[config.mk]
export PLATFORM = sky130hd
export DESIGN_NAME = can_frame_rx
export DESIGN_NICKNAME = d
export VERILOG_FILES = /design/src/rtl/can_frame_rx.sv
export SDC_FILE = /design/constraint.sdc
export NUM_CORES = 1
export LEC_CHECK = 0
export BUFFER_PORTS_ARGS = -buffer_cell sky130_fd_sc_hd__buf_2
export CAP_MARGIN = 20
export CELL_PAD_IN_SITES_DETAIL_PLACEMENT = 1
export CELL_PAD_IN_SITES_GLOBAL_PLACEMENT = 2
export CORE_MARGIN = 3
export CORE_UTILIZATION = 41
export DETAILED_ROUTE_END_ITERATION = 8
export PLACE_DENSITY_LB_ADDON = 0.2
export SKIP_LAST_GASP = 1
export SYNTH_ARGS = -nofsm -noshare
export SYNTH_HDL_FRONTEND = slang
export SYNTH_SLANG_ARGS = --single-unit
[constraint.sdc]
create_clock -name clk -period 4.45 [get_ports clk]
set_input_delay 0.445 -clock clk [delete_from_list [all_inputs] [get_ports clk]]
set_output_delay 0.445 -clock clk [all_outputs]
set_load 0.05 [all_outputs]
[src/rtl/can_frame_rx.sv]
// CAN 2.0A standard-frame receiver: bit timing, destuffing, CRC-15,
// acceptance filtering and ACK-slot drive.
module can_frame_rx #(
    parameter int BIT_TICKS    = 16,
    parameter int SAMPLE_POINT = 11
) (
    input  logic        clk,
    input  logic        rst_n,
    input  logic        can_rx,
    input  logic [10:0] filter_id,
    input  logic [10:0] filter_mask,
    output logic        tx_ack,
    output logic        rx_valid,
    output logic [10:0] rx_id,
    output logic        rx_rtr,
    output logic [3:0]  rx_dlc,
    output logic [63:0] rx_data,
    output logic        err_stuff,
    output logic        err_crc,
    output logic        err_form,
    output logic        busy
);

    localparam int CW = $clog2(BIT_TICKS);
    localparam logic [CW-1:0] SP   = CW'(SAMPLE_POINT);
    localparam logic [CW-1:0] LAST = CW'(BIT_TICKS - 1);

    typedef enum logic [3:0] {
        S_IDLE, S_ARB, S_CTRL, S_DATA, S_CRC,
        S_CRC_DLM, S_ACK, S_ACK_DLM, S_EOF, S_ERROR
    } state_t;

    state_t r_state, w_state_nxt;

    logic          r_sync1, r_sync2, r_rx_prev;
    logic [CW-1:0] r_cnt;
    logic [CW-1:0] r_ack_cnt;
    logic          r_tx_ack;
    logic [2:0]    r_stuff_cnt;
    logic          r_last_bit;
    logic [6:0]    r_bitcnt;
    logic [6:0]    r_nbits;
    logic [3:0]    r_rec_cnt;
    logic [14:0]   r_crc, r_crc_rx;
    logic [10:0]   r_id;
    logic          r_rtr;
    logic [3:0]    r_dlc;
    logic [63:0]   r_data;
    logic          r_rx_valid, r_rx_rtr;
    logic [10:0]   r_rx_id;
    logic [3:0]    r_rx_dlc;
    logic [63:0]   r_rx_data;
    logic          r_err_stuff, r_err_crc, r_err_form;

    logic          w_bit, w_fall, w_wrap, w_samp;
    logic          w_in_stuff, w_is_stuff, w_nb, w_match;
    logic [3:0]    w_dlc_new;
    logic [14:0]   w_crc_nxt;
    logic          w_err_stuff, w_err_crc, w_err_form, w_accept;

    function automatic logic [14:0] crc_step(input logic [14:0] c,
                                             input logic b);
        logic fb;
        fb = b ^ c[14];
        return {c[13:0], 1'b0} ^ (fb ? 15'h4599 : 15'h0000);
    endfunction

    assign w_bit      = r_sync2;
    assign w_fall     = r_rx_prev & ~r_sync2;
    assign w_wrap     = w_fall | (r_cnt == LAST);
    assign w_samp     = (r_cnt == SP) && !w_fall;
    assign w_in_stuff = r_state inside {S_ARB, S_CTRL, S_DATA, S_CRC, S_CRC_DLM};
    assign w_is_stuff = w_samp && w_in_stuff && (r_stuff_cnt == 3'd5);
    assign w_nb       = w_samp && !w_is_stuff;
    assign w_match    = ((r_id ^ filter_id) & filter_mask) == 11'd0;
    assign w_dlc_new  = {r_dlc[2:0], w_bit};
    assign w_crc_nxt  = crc_step(r_crc, w_bit);

    assign tx_ack    = r_tx_ack;
    assign rx_valid  = r_rx_valid;
    assign rx_id     = r_rx_id;
    assign rx_rtr    = r_rx_rtr;
    assign rx_dlc    = r_rx_dlc;
    assign rx_data   = r_rx_data;
    assign err_stuff = r_err_stuff;
    assign err_crc   = r_err_crc;
    assign err_form  = r_err_form;
    assign busy      = (r_state != S_IDLE);

    always_ff @(posedge clk or negedge rst_n) begin
        if (!rst_n) begin
            r_sync1   <= 1'b1;
            r_sync2   <= 1'b1;
            r_rx_prev <= 1'b1;
            r_cnt     <= '0;
        end else begin
            r_sync1   <= can_rx;
            r_sync2   <= r_sync1;
            r_rx_prev <= r_sync2;
            r_cnt     <= w_wrap ? '0 : r_cnt + 1'b1;
        end
    end

    always_ff @(posedge clk or negedge rst_n) begin
        if (!rst_n) r_state <= S_IDLE;
        else        r_state <= w_state_nxt;
    end

    always_comb begin
        w_state_nxt = r_state;
        w_err_stuff = 1'b0;
        w_err_crc   = 1'b0;
        w_err_form  = 1'b0;
        w_accept    = 1'b0;
        if (w_is_stuff) begin
            if (w_bit == r_last_bit) begin
                w_err_stuff = 1'b1;
                w_state_nxt = S_ERROR;
            end
        end else if (w_nb) begin
            unique case (r_state)
                S_IDLE: if (!w_bit) w_state_nxt = S_ARB;
                S_ARB:  if (r_bitcnt == 7'd11) w_state_nxt = S_CTRL;
                S_CTRL: begin
                    if (r_bitcnt == 7'd0 && w_bit) begin
                        w_err_form  = 1'b1;
                        w_state_nxt = S_ERROR;
                    end else if (r_bitcnt == 7'd5) begin
                        if (r_rtr || w_dlc_new == 4'd0) w_state_nxt = S_CRC;
                        else                            w_state_nxt = S_DATA;
                    end
                end
                S_DATA: if (r_bitcnt == r_nbits - 7'd1) w_state_nxt = S_CRC;
                S_CRC:  if (r_bitcnt == 7'd14) w_state_nxt = S_CRC_DLM;
                S_CRC_DLM: begin
                    if (!w_bit) begin
                        w_err_form  = 1'b1;
                        w_state_nxt = S_ERROR;
                    end else if (r_crc_rx != r_crc) begin
                        w_err_crc   = 1'b1;
                        w_state_nxt = S_ERROR;
                    end else begin
                        w_state_nxt = S_ACK;
                    end
                end
                S_ACK: w_state_nxt = S_ACK_DLM;
                S_ACK_DLM: begin
                    if (!w_bit) begin
                        w_err_form  = 1'b1;
                        w_state_nxt = S_ERROR;
                    end else begin
                        w_state_nxt = S_EOF;
                    end
                end
                S_EOF: begin
                    if (!w_bit) begin
                        w_err_form  = 1'b1;
                        w_state_nxt = S_ERROR;
                    end else if (r_bitcnt == 7'd6) begin
                        w_accept    = w_match;
                        w_state_nxt = S_IDLE;
                    end
                end
                S_ERROR: if (w_bit && r_rec_cnt == 4'd10) w_state_nxt = S_IDLE;
                default: w_state_nxt = S_IDLE;
            endcase
        end
    end

    always_ff @(posedge clk or negedge rst_n) begin
        if (!rst_n) begin
            r_tx_ack    <= 1'b1;
            r_ack_cnt   <= '0;
            r_stuff_cnt <= '0;
            r_last_bit  <= 1'b1;
            r_bitcnt    <= '0;
            r_nbits     <= '0;
            r_rec_cnt   <= '0;
            r_crc       <= '0;
            r_crc_rx    <= '0;
            r_id        <= '0;
            r_rtr       <= 1'b0;
            r_dlc       <= '0;
            r_data      <= '0;
            r_rx_valid  <= 1'b0;
            r_rx_id     <= '0;
            r_rx_rtr    <= 1'b0;
            r_rx_dlc    <= '0;
            r_rx_data   <= '0;
            r_err_stuff <= 1'b0;
            r_err_crc   <= 1'b0;
            r_err_form  <= 1'b0;
        end else begin
            r_err_stuff <= w_err_stuff;
            r_err_crc   <= w_err_crc;
            r_err_form  <= w_err_form;
            r_rx_valid  <= w_accept;
            if (w_accept) begin
                r_rx_id   <= r_id;
                r_rx_rtr  <= r_rtr;
                r_rx_dlc  <= r_dlc;
                r_rx_data <= r_data;
            end
            // ACK drive is timed by its own counter so resync cannot stretch it
            if (!r_tx_ack) begin
                if (r_ack_cnt == '0) r_tx_ack <= 1'b1;
                else                 r_ack_cnt <= r_ack_cnt - 1'b1;
            end else if (r_state == S_ACK && w_wrap && w_match) begin
                r_tx_ack  <= 1'b0;
                r_ack_cnt <= LAST;
            end
            if (w_state_nxt != r_state)
                r_bitcnt <= '0;
            else if (w_nb && r_state != S_IDLE)
                r_bitcnt <= r_bitcnt + 7'd1;
            if (r_state != S_ERROR)
                r_rec_cnt <= '0;
            else if (w_samp)
                r_rec_cnt <= w_bit ? r_rec_cnt + 4'd1 : 4'd0;
            if (r_state == S_IDLE && w_state_nxt == S_ARB) begin
                r_last_bit  <= 1'b0;
                r_stuff_cnt <= 3'd1;
                r_crc       <= '0;
                r_crc_rx    <= '0;
                r_id        <= '0;
                r_rtr       <= 1'b0;
                r_dlc       <= '0;
                r_data      <= '0;
                r_nbits     <= '0;
            end else if (w_is_stuff) begin
                r_last_bit  <= w_bit;
                r_stuff_cnt <= 3'd1;
            end else if (w_nb && w_in_stuff) begin
                r_last_bit  <= w_bit;
                r_stuff_cnt <= (w_bit == r_last_bit) ? r_stuff_cnt + 3'd1 : 3'd1;
                unique case (r_state)
                    S_ARB: begin
                        r_crc <= w_crc_nxt;
                        if (r_bitcnt == 7'd11) r_rtr <= w_bit;
                        else                   r_id  <= {r_id[9:0], w_bit};
                    end
                    S_CTRL: begin
                        r_crc <= w_crc_nxt;
                        if (r_bitcnt >= 7'd2) r_dlc <= w_dlc_new;
                        if (r_bitcnt == 7'd5)
                            r_nbits <= w_dlc_new[3] ? 7'd64
                                                    : {1'b0, w_dlc_new[2:0], 3'b000};
                    end
                    S_DATA: begin
                        r_crc <= w_crc_nxt;
                        r_data[6'd63 - r_bitcnt[5:0]] <= w_bit;
                    end
                    S_CRC: r_crc_rx <= {r_crc_rx[13:0], w_bit};
                    default: ;
                endcase
            end
        end
    end

endmodule

==> metrics.csv <==
metric,value,unit
status,finished clean,
cell breakdown of the critical path,nor3b_1 -> buf_4 -> a21boi_1 -> buf_4 -> a311o_1 -> or4_4 -> nor3_1 -> mux2_2 -> nor4_1,
"slowest stage delay, CP",0.67,ns
CP endpoint kind,flop,
RSZ-0062 raised after global routing,no,
post-cts hold buffer count,1,
vias in the first global route,8369,
IO Pins,111,
Post-synth top cells,"dfrtp_1, nand2_1, a21oi_1",
worst endpoint required time,4.88,ns
Post-Syn Area,10700,um^2
layout cell share with drive strength beyond 1,26.54,%
Sum Neg Setup Slack,0,ns
R2R depth,9,
worst-skew pair later-pin latency,0.54,ns
grt total ovfl,0,
H-tree levels,1,
CTS tree,yes,
crit path DAT,3.77,ns
Critical-path top delay cell,dfrtp_1,
DRT antenna net count,0,
DRC Markers,0,
starting density of the core,42.14,%
worst slew pin tran,1.102,ns
Tightest Hold Check Type,primary input to asynchronous set/reset pin,
Cells after Synth,1018,
total of max-cap violations,0,
"delay-heaviest family, CP",simple AND/OR/NAND/NOR gates,
DP HPWL,18.34,mm
"top cells by area, synth","dfrtp_1, mux2_2, nand2_1",
fin crit share,75.03,%
Syn Nets,1054,
DR WL/cell,19.21,um
max-slew violation count,0,
Async SR Flop Fraction,100.0,%
DR vias,7943,
CTS root buf,clkbuf_16,
"FF+latch count, synth",229,
"Seq/Total Area, Yosys",53.60,%
first-pass GRT wire length,46.92,mm
clock slew at reported path FFs,0.06,ns
endpoints failing hold,0,
crit path kind,flop to flop,
Core Box Area,25400,um^2
FMAX,0.2995,GHz
worst setup margin,1.111,ns
Buf/Inv on CP,2,
worst rel slew slack,26.36,%
"Primary FF master, synth",dfrtp_1,
initial drt markers,503,
skew final,0.01416,ns
row count,58,
GP Congestion,0.8591,
Worst R2R Start,r_bitcnt[3],
Setup crit end,r_bitcnt[1],
r2r endpoint,r_bitcnt[1],
Synth Area per Inst,10.51,um^2
cell area power density,398.9,nW/um^2
Setup Buffers After CTS,0,
PostCTS Resize Cnt,0,
Antenna Cells,0,
Final setup viols,0,
drt pass-1 iters,4,
CP startpoint,r_bitcnt[3],
CTS buffer count,27,
IO Port Bufs,110,
most numerous cell in the Yosys netlist,dfrtp_1,
leading area contributor after synthesis,dfrtp_1,
Routed WL,28.12,mm
Most common cell on crit path,buf_4,
largest net degree at the start of global routing,128,
Syn-to-layout area delta,17.76,%
CTS sink cnt,229,
distinct cell type count after synthesis,63,
min cycle time layout,3.339,ns
Crit. path cell count,9,
initial antenna violation count,1,
Nets,1149,
number of flops mapped to enable cells by yosys,0,
Worst VDD drop,0.2391,mV
crit start category,flop,
gr usage total,20.27,%
CTS Buffer Depth,3,
die area,28080,um^2
R2R setup slack,1.11,ns
die height,167.6,um
Leak,0.006065,uW
CP max FO,18,
vias per cell,5.426,
dpl ws,1.181,ns
synth warn,0,
Chip Width,167.6,um
top cell type's share of synthesized area,52.37,%
==> cell usage in the layout, fill, tap and decap left out, types with 4 or more instances in the layout <==
cell / synthesis / final
or3_1: 4 / 4
clkbuf_16: 0 / 27
nor3_2: 0 / 4
clkinv_2: 0 / 7
nand3b_1: 10 / 10
nor3_1: 15 / 11
inv_1: 11 / 11
mux2_2: 82 / 82
a21oi_1: 88 / 88
ha_1: 11 / 11
clkbuf_8: 0 / 7
nor2_1: 73 / 73
nor3b_1: 6 / 6
dfrtp_1: 224 / 224
nand2_1: 119 / 119
buf_2: 15 / 110
nand2b_1: 6 / 6
xnor2_1: 30 / 30
buf_4: 2 / 18
dfstp_2: 5 / 4
o21ai_0: 24 / 24
bufinv_16: 0 / 5
nand4_1: 13 / 13
nand3_1: 80 / 80
and3_1: 8 / 8
xor2_1: 18 / 18
nor2_2: 16 / 16
nor4_1: 11 / 11
mux2i_1: 36 / 36
==> sequential cells by signal, summed over array words and instances, names as in the netlist, 7 cells and up <==
signal,cells
r_data,64
rx_data,64
r_crc,15
r_crc_rx,15
r_id,11
rx_id,11
r_bitcnt,7
==> routing by layer <==
metal	wire [um]	GRT usage (%)	up-vias
li1	-	-	3748
met1	13820	30.19	4013
met2	12540	32.14	145
met3	1326	2.691	37
met4	430	3.913	0
met5	0	0	-
==> worst min path at each step <==
stage          startpoint       end  slack (ns)  depth (start not counted)
3_3_place_gp      r_sync1   r_sync2        0.38                          0
2_1_floorplan       rst_n   err_crc        0.15                          0
3_5_place_dp      r_sync1   r_sync2        0.38                          0
6_report            rst_n  rx_id[6]        0.02                          1
4_1_cts             rst_n  rx_id[7]        0.06                          1
5_1_grt             rst_n  rx_id[7]        0.12                          1
==> per-stage QoR <==
| stage | utilization, % | std cells | power (uW) | area (um^2) | hold WS, ns |
|---|---|---|---|---|---|
| after floorplan | - | 1018 | 2462 | 10700 | 0.1494 |
| after global placement | 45.66 | 1412 | 2632 | 11600 | 0.3774 |
| after detailed placement | 45.66 | 1412 | 2638 | 11600 | 0.3775 |
| after CTS | 49.60 | 1463 | 5094 | 12600 | 0.05886 |
| after global routing | 49.62 | 1464 | 5240 | 12600 | 0.1158 |
| final | 49.62 | 1464 | 5028 | 12600 | 0.01836 |
==> report_power, final <==
| part | leakage, uW | internal [uW] | total, uW | switching (uW) |
|---|---|---|---|---|
| Sequential | 0.00318 | 2130 | 2200 | 65.9 |
| Combinational | 0.00239 | 147 | 403 | 257 |
| Clock | 0.000494 | 1520 | 2430 | 913 |
| Total | 0.00607 | 3790 | 5030 | 1240 |
==> kinds of logic (layout without fill, tap and decap cells) <==
logic type | Yosys count | in the layout | share of synthesized area (%)
DFF | 229 | 229 | 53.60
and+or+nand+nor | 386 | 386 | 17.73
xor gates and xnor gates | 49 | 49 | 4.150
adders and majority gates | 11 | 11 | 1.286
buffers and inverters | 77 | 193 | 3.226
AOI/OAI and AO/OA | 148 | 148 | 8.008
muxes | 118 | 118 | 11.99
==> final cells by class <==
type / instances / area (um^2)
repair buffers: 132 / 750.7
inverters: 11 / 41.29
fillers: 2798 / 12800
clock inverters: 16 / 219.0
clock buffers: 34 / 772.0
flip-flops and latches: 229 / 5741
multi-input cells: 712 / 4667
well taps: 330 / 412.9
Note: power is estimated with default switching activity, not from simulation.
